### src/rtl/pipe_pkg.sv
// Shared definitions for the generic pipeline stage register.
// Provides the occupancy state encoding (state value == entries held)
// and the occupancy output width.
package pipe_pkg;

  localparam int unsigned OCC_W = 2;

  typedef enum logic [OCC_W-1:0] {
    ST_EMPTY = 2'd0,
    ST_ONE   = 2'd1,
    ST_FULL  = 2'd2
  } occ_state_e;

endpackage : pipe_pkg

### src/rtl/pipe_skid_reg_sat_counter.sv
// Saturating up-counter with synchronous clear.
// Ports:
//   clk    - clock, rising edge
//   reset  - asynchronous active-low reset, clears count
//   inc    - add one this cycle (ignored once count is all ones)
//   clr    - synchronous clear, overrides inc
//   count  - current count value
module sat_counter #(
  parameter int unsigned W = 16
) (
  input  logic         clk,
  input  logic         reset,
  input  logic         inc,
  input  logic         clr,
  output logic [W-1:0] count
);

  logic [W-1:0] count_q;
  logic [W-1:0] count_d;

  always_comb begin
    count_d = count_q;
    if (clr) begin
      count_d = '0;
    end else if (inc && (count_q != '1)) begin
      count_d = count_q + W'(1);
    end
  end

  always_ff @(posedge clk or negedge reset) begin
    if (!reset) begin
      count_q <= '0;
    end else begin
      count_q <= count_d;
    end
  end

  assign count = count_q;

endmodule : sat_counter

### src/rtl/pipe_skid_reg.sv
// Generic pipeline stage register with valid/ready handshake, optional
// two-entry skid buffer, stall/flush control, occupancy output and a
// saturating back-pressure counter.
// Ports:
//   clk, reset           - clock; asynchronous active-low reset
//   stall                - freeze stage (no accept, no emit)
//   flush                - synchronous kill of all held entries
//   in_valid/in_ready    - upstream handshake, in_data payload
//   out_valid/out_ready  - downstream handshake, out_data payload (registered)
//   occupancy            - entries held (0..2)
//   bp_cnt/bp_clr        - back-pressured cycle count and its clear
module pipe_skid_reg
  import pipe_pkg::*;
#(
  parameter int unsigned DATA_W     = 32,
  parameter int unsigned SKID       = 1,
  parameter int unsigned CLEAR_DATA = 1,
  parameter int unsigned CNT_W      = 16
) (
  input  logic              clk,
  input  logic              reset,
  input  logic              stall,
  input  logic              flush,
  input  logic              in_valid,
  output logic              in_ready,
  input  logic [DATA_W-1:0] in_data,
  output logic              out_valid,
  input  logic              out_ready,
  output logic [DATA_W-1:0] out_data,
  output logic [OCC_W-1:0]  occupancy,
  output logic [CNT_W-1:0]  bp_cnt,
  input  logic              bp_clr
);

  occ_state_e        state_q, state_d;
  logic [DATA_W-1:0] main_q, main_d;
  logic [DATA_W-1:0] skid_q, skid_d;

  logic main_v, skid_v;
  logic acc_in, acc_out;

  assign main_v = (state_q != ST_EMPTY);
  assign skid_v = (state_q == ST_FULL);

  // With the skid buffer, in_ready depends only on local state, breaking
  // the combinational out_ready -> in_ready path.
  always_comb begin
    if (SKID != 0) begin
      in_ready = ~skid_v & ~stall & ~flush;
    end else begin
      in_ready = (~main_v | (out_ready & ~stall)) & ~flush & ~stall;
    end
  end

  assign acc_in  = in_valid & in_ready;
  assign acc_out = main_v & out_ready & ~stall;

  always_comb begin
    state_d = state_q;
    main_d  = main_q;
    skid_d  = skid_q;
    if (flush) begin
      state_d = ST_EMPTY;
      if (CLEAR_DATA != 0) begin
        main_d = '0;
        skid_d = '0;
      end
    end else begin
      unique case (state_q)
        ST_EMPTY: begin
          if (acc_in) begin
            state_d = ST_ONE;
            main_d  = in_data;
          end
        end
        ST_ONE: begin
          if (acc_in && acc_out) begin
            main_d = in_data;
          end else if (acc_in) begin
            // Only reachable with the skid buffer; SKID=0 accepts in ONE
            // only when the head is leaving the same cycle.
            state_d = ST_FULL;
            skid_d  = in_data;
          end else if (acc_out) begin
            state_d = ST_EMPTY;
          end
        end
        ST_FULL: begin
          if (acc_out) begin
            state_d = ST_ONE;
            main_d  = skid_q;
          end
        end
        default: begin
          state_d = ST_EMPTY;
        end
      endcase
    end
  end

  always_ff @(posedge clk or negedge reset) begin
    if (!reset) begin
      state_q <= ST_EMPTY;
      main_q  <= '0;
      skid_q  <= '0;
    end else begin
      state_q <= state_d;
      main_q  <= main_d;
      skid_q  <= skid_d;
    end
  end

  assign out_valid = main_v;
  assign out_data  = main_q;
  assign occupancy = state_q;

  sat_counter #(
    .W (CNT_W)
  ) u_bp_cnt (
    .clk   (clk),
    .reset (reset),
    .inc   (main_v & ~acc_out),
    .clr   (bp_clr),
    .count (bp_cnt)
  );

endmodule : pipe_skid_reg

### config.mk
export PLATFORM = sky130hd
export DESIGN_NAME = pipe_skid_reg
export DESIGN_NICKNAME = d
export VERILOG_FILES = /design/src/rtl/pipe_pkg.sv /design/src/rtl/pipe_skid_reg_sat_counter.sv /design/src/rtl/pipe_skid_reg.sv
export SDC_FILE = /design/constraint.sdc
export NUM_CORES = 1
export LEC_CHECK = 0
export ABC_AREA = 1
export CAP_MARGIN = 15
export CORE_MARGIN = 10
export CORE_UTILIZATION = 25
export DETAILED_ROUTE_END_ITERATION = 8
export HOLD_SLACK_MARGIN = 0.15
export PLACE_DENSITY = 0.5
export SYNTH_ARGS = -nofsm -noshare
export SYNTH_HDL_FRONTEND = slang
export SYNTH_SLANG_ARGS = --single-unit
### constraint.sdc
create_clock -name clk -period 1.5 [get_ports clk]
set_input_delay 0.3 -clock clk [delete_from_list [all_inputs] [get_ports clk]]
set_output_delay 0.3 -clock clk [all_outputs]
set_load 0.005 [all_outputs]
Yosys cells after proc, flatten, opt, wreduce, memory -nomap -nowiden:

Cells that the tools add are included.
Widths: inputs -> output; s select.

* output and inout bits: 52
* logic and storage cells: 52
* bits in registers: 82
* bits of input ports: 39

* $add $sub $neg: 1
* multiplexer cells: 17
* reduce and logical (&&, ||, !) cells: 11
* equal/unequal tests: 9
* bitwise operators: 10

Operators with widths (number)
* $mux 32: 7
* $pmux 32 s3: 1
* $mux 16: 2
* $add 16x1->16 const B: 1
* $ne 16x16->1 const B: 1
* $mux 2: 6
* $ne 3x3->1 const B: 3
* $reduce_and 4->1: 2
* $reduce_bool 2->1: 4
* $and 1x1->1: 6
* $pmux 2 s3: 1
* $ne 4x4->1 const B: 1
* $not 1->1: 4
* $reduce_bool 4->1: 1
* $ne 3x2->1 const B: 1
* $reduce_and 3->1: 1
* $eq 2x1->1 const B: 1
* $eq 2x2->1 const B: 1
* $logic_and 1x1->1: 2
* $logic_not 2->1: 1
* $ne 2x2->1 const B: 1

Longest topological paths before layout:

* depth after elaboration: 9
* gate-level depth with buffers: 10
* depth with buffers taken out: 9

Cells and area by module:

Synthesis repeated with hierarchy kept, for this count alone.

* cell total of the unflattened synthesis: 526
* area total of the unflattened synthesis: 4137.7 um^2

Modules (own cells, without submodules)
* pipe_skid_reg: area each 3100.5 um^2, times used 1, sequential area each 1651.6 um^2, cells an instance 382
* sat_counter: area each 1037.2 um^2, times used 1, sequential area each 400.4 um^2, cells an instance 144

Worst setup path after synthesis:

Ideal clock, no wire load.

* path type: flip-flop to flip-flop
* start point: reg u_bp_cnt.count_q[0] (netlist: u_bp_cnt.count[0])
* end point: reg u_bp_cnt.count_q[11] (netlist: u_bp_cnt.count[11])
* path buffers: 1
* stages on the path, launching flop included: 10
* clock period less this slack: 1498 ps
* setup slack: 2 ps
* library setup time: 126 ps
* arrival: 1372 ps
* data required time: 1374 ps
* cells stage by stage: dfrtp_1 > ha_1 > inv_1 > nor2_1 > nand2_2 > o21ai_2 > nand2_4 > inv_6 > buf_6 > o21ai_0

* cells in the longest elaborated chain, start to end: 3
* elaborated cells on any way between the ends: 6
* classes of those cells: 1 x add/sub; 1 x eq/ne; 2 x mux; 2 x reduce/logical

Ends and longest elaborated chain
* start, declared: line pipe_skid_reg_sat_counter.sv:18 `logic [W-1:0] count_q;`
* start signal, assigned: line pipe_skid_reg_sat_counter.sv:34 `count_q <= count_d;`
* $add 16x1->16 / $ne 16x16->1 (equally long branches): line pipe_skid_reg_sat_counter.sv:26, pipe_skid_reg_sat_counter.sv:25
* $mux 16 / $logic_and 1x1->1 (equally long branches): line pipe_skid_reg_sat_counter.sv:25 `end else if (inc && (count_q != '1)) begin`
* $mux 16 / $reduce_bool 2->1 (equally long branches)

Several ways; a longest one is shown, not always the timed one. The select of a mux whose other input is x is not followed.
A chain may end at the register's enable or synchronous reset.

Worst setup path after layout:

* start point: reg state_q[1] (netlist: occupancy[1])
* end point: reg main_q[16] (netlist: out_data[16])

* cells in the longest elaborated chain, start to end: 8
* elaborated cells on any way between the ends: 18
* classes of those cells: 5 x eq/ne; 2 x mux; 6 x bitwise; 5 x reduce/logical

Ends and longest elaborated chain
* start, declared: line pipe_skid_reg.sv:35 `occ_state_e state_q, state_d;`
* start signal, assigned: line pipe_skid_reg.sv:107 `state_q <= state_d;`
* $eq 2x2->1: line pipe_skid_reg.sv:43, pipe_skid_reg.sv:69
* $not 1->1: line pipe_skid_reg.sv:49 `in_ready = ~skid_v & ~stall & ~flush;`
* $and 1x1->1 (2 in a row): line pipe_skid_reg.sv:49
* $and 1x1->1: line pipe_skid_reg.sv:55 `assign acc_in = in_valid & in_ready;`
* $logic_and 1x1->1: line pipe_skid_reg.sv:77 `if (acc_in && acc_out) begin`
* $ne 3x3->1 (no source line)
* $reduce_and 4->1 (no source line)
* end signal, assigned: line pipe_skid_reg.sv:108 `main_q <= main_d;`
* end, declared: line pipe_skid_reg.sv:36 `logic [DATA_W-1:0] main_q, main_d;`

Several ways; a longest one is shown, not always the timed one.

==> metrics.yaml <==
synthAdderAreaFrac: 0.00299
power_uw: 8540
ant_nets: 0
grt_max_degree: 40
synthMuxAreaShare: 0
startpoint_type: "flop"
std_cell_rows: 47
grt_pass1_wl_um: 21600
fin_nets: 713
core_mm2: 0.0165
end_kind: "flop"
die_area_mm2: 0.0223
rsz0062_at_grt: "true"
fin_skew_ns: 0.00971
setup_viol: 47
drt_iter0_drc: 267
syn_to_final_growth_pct: 67.6
synth_flop_cell: "dfrtp_1"
powerDensity_mw_per_mm2: 1220
die_x_um: 149
critical_path_class: "flop to flop"
ir_drop_v: 0.000646
maxCapViolations: 0
drive_above_1_share: 0.366
worst_pin_slew_ns: 0.377
layout_common_cells: "76 x dfrtp_1, 73 x nand2_1, 61 x inv_1"
mostFrequentLayoutCell: "dfrtp_1"
relSlewSlack: 0.749
ios: 91
clk_pin_slew_ns: 0.07
die_h_um: 149
numCtsBuffers: 9
cp.required_ns: 1.74
track_usage: 0.121
tritoncts: "done"
routed_wl_um: 14000
io_buffers: 90
finalCritPeriodShare: 1.07
dp_hpwl_um: 9130
yosysUniqueCellTypes: 31
viasPerCell: 4.63
via_count: 4156
clock_latency_ns: 0.35
cp.arrival_ns: 1.84
synth_area_mm2: 0.00418
status: "finished with violations"
clockBufferDepth: 2
leakage_uw: 0.00342
yosys.area_share.simple: 0.276
syn_area_per_cell_um2: 8.14
synthXorXnorAreaFrac: 0.00837
whs_ns: 0.429
grt_overflow_total: 0
reg2reg_depth: 11
n_antenna_cell: 0
synth-edff-count: 0
async_reset_ff_frac: 1.00
crit_fanout: 7
period_minus_slack_ns: 1.60
gp_congestion: 0.836
wl_per_cell_um: 15.6
maxSlewViolCount: 0
syn_inst: 514
cts.sinks: 82
drc: 0
yosysWarnings: 0
synth_top_family_by_area: "simple AND/OR/NAND/NOR gates"
min_path_type: "input port to async pin"
setup_slack_ns: -0.0999
ctsRootBufferMaster: "clkbuf_16"
start_util: 0.254
syn_nets: 554
violations: "negative setup slack"
synth-seq-cells: 82
synth_compound_area_frac: 0.115
seq_area_frac_synth: 0.490
grt_antenna_before_repair: 0
hold_violations: 0
htreeDepth: 3
grt_pass1_vias: 4176
tns_ns: -2.78
fmax_ghz: 0.625
firstDrtPassIters: 5
[area by class of cell]
cell class              count  area, µm²
multi-input cells         335       2300
inverters                  71        282
repair buffers            174       1790
clock inverters             7       83.8
flip-flops and latches     82       2060
well taps                 220        275
clock buffers               9        225
fillers                  1647       9450
[synth_stat cells (2+ instances only)]
master | instances | area [µm²]
nand2_4 | 6 | 67.6
buf_4 | 5 | 37.5
buf_2 | 6 | 30.0
inv_2 | 3 | 11.3
nand4_1 | 9 | 56.3
o21ai_0 | 36 | 180
o21ai_1 | 4 | 20.0
buf_6 | 7 | 78.8
clkbuf_1 | 7 | 26.3
xor2_1 | 3 | 26.3
nand2_1 | 121 | 454
o22ai_2 | 6 | 75.1
nand3_2 | 2 | 20.0
nand3_1 | 81 | 405
o22ai_1 | 26 | 163
or2_2 | 2 | 12.5
nand2_2 | 3 | 18.8
dfrtp_1 | 82 | 2050
nor3_1 | 2 | 10.0
nor2_1 | 23 | 86.3
o21bai_1 | 4 | 30.0
inv_1 | 67 | 251
[metal layers]
metal | part of all wire | track usage | vias to the layer above
li1 | - | - | 2007
met3 | 0.056 | 0.0319 | 19
met4 | 0.017 | 0.0393 | 0
met2 | 0.48 | 0.192 | 103
met1 | 0.44 | 0.156 | 2027
met5 | 0 | 0 | -
[kinds of logic (layout without fill, tap and decap cells)]
group,after synthesis,in the layout
AO/OA/AOI/OAI,78,78
buffers and inverters,97,261
XOR/XNOR,4,4
adder cells (fa/ha/maj),1,1
flip-flops,82,82
AND/OR/NAND/NOR,252,252
[final timing paths]
check,from,end,slack [ns]
max,occupancy[1],out_data[16],-0.1
min,reset,skid_q[20],0.43
max reg2reg,occupancy[1],out_data[16],-0.1
min reg2reg,out_data[23],out_data[23],0.48
max in group asynchronous,reset,out_data[23],0.45
min in group clk,out_data[23],out_data[23],0.48
[report_power, final]
part | internal [µW] | switching [µW] | leakage (µW)
Combinational | 1660 | 1690 | 0.00219
Sequential | 2580 | 298 | 0.00109
Clock | 1320 | 980 | 0.000149
Total | 5570 | 2970 | 0.00342
[per-stage QoR]
step                      area [µm²]   util  std cells  setup WS, ns
final                           7010  0.426        898       -0.0999
after global routing            7010  0.426        898        -0.184
after CTS                       6340  0.385        889        -0.136
after detailed placement        5630  0.342        844        -0.431
after global placement          5630  0.342        844        -0.409
after floorplan                 4180      -        514       0.00207
[registers in the layout, summed over array words and instances, names as in the netlist]
register        flops
skid_q             32
out_data           32
occupancy           2
u_bp_cnt.count     16
[critical path, stage by stage (launching register included)]
cell and delay [ns]:
dfrtp_1 0.40, buf_6 0.14, nand2_8 0.06, buf_6 0.08
nand4_1 0.14, nand3_4 0.13, nand2_4 0.07, inv_8 0.08
nand2_8 0.10, clkbuf_16 0.19, nand2_2 0.05, nand2_1 0.04
[what timing repair did]
item / 4_1_cts / 5_1_grt
buffers inserted: 26 / 5
hold buffers: 1 / 0
endpoints found under the hold margin: 22 / 0
resized for setup: 114 / 148
pin swaps: 12 / 16
gates cloned: 4 / 5
setup endpoints to repair: 100 / 87
No activity file was read; power rests on OpenSTA's default activity.
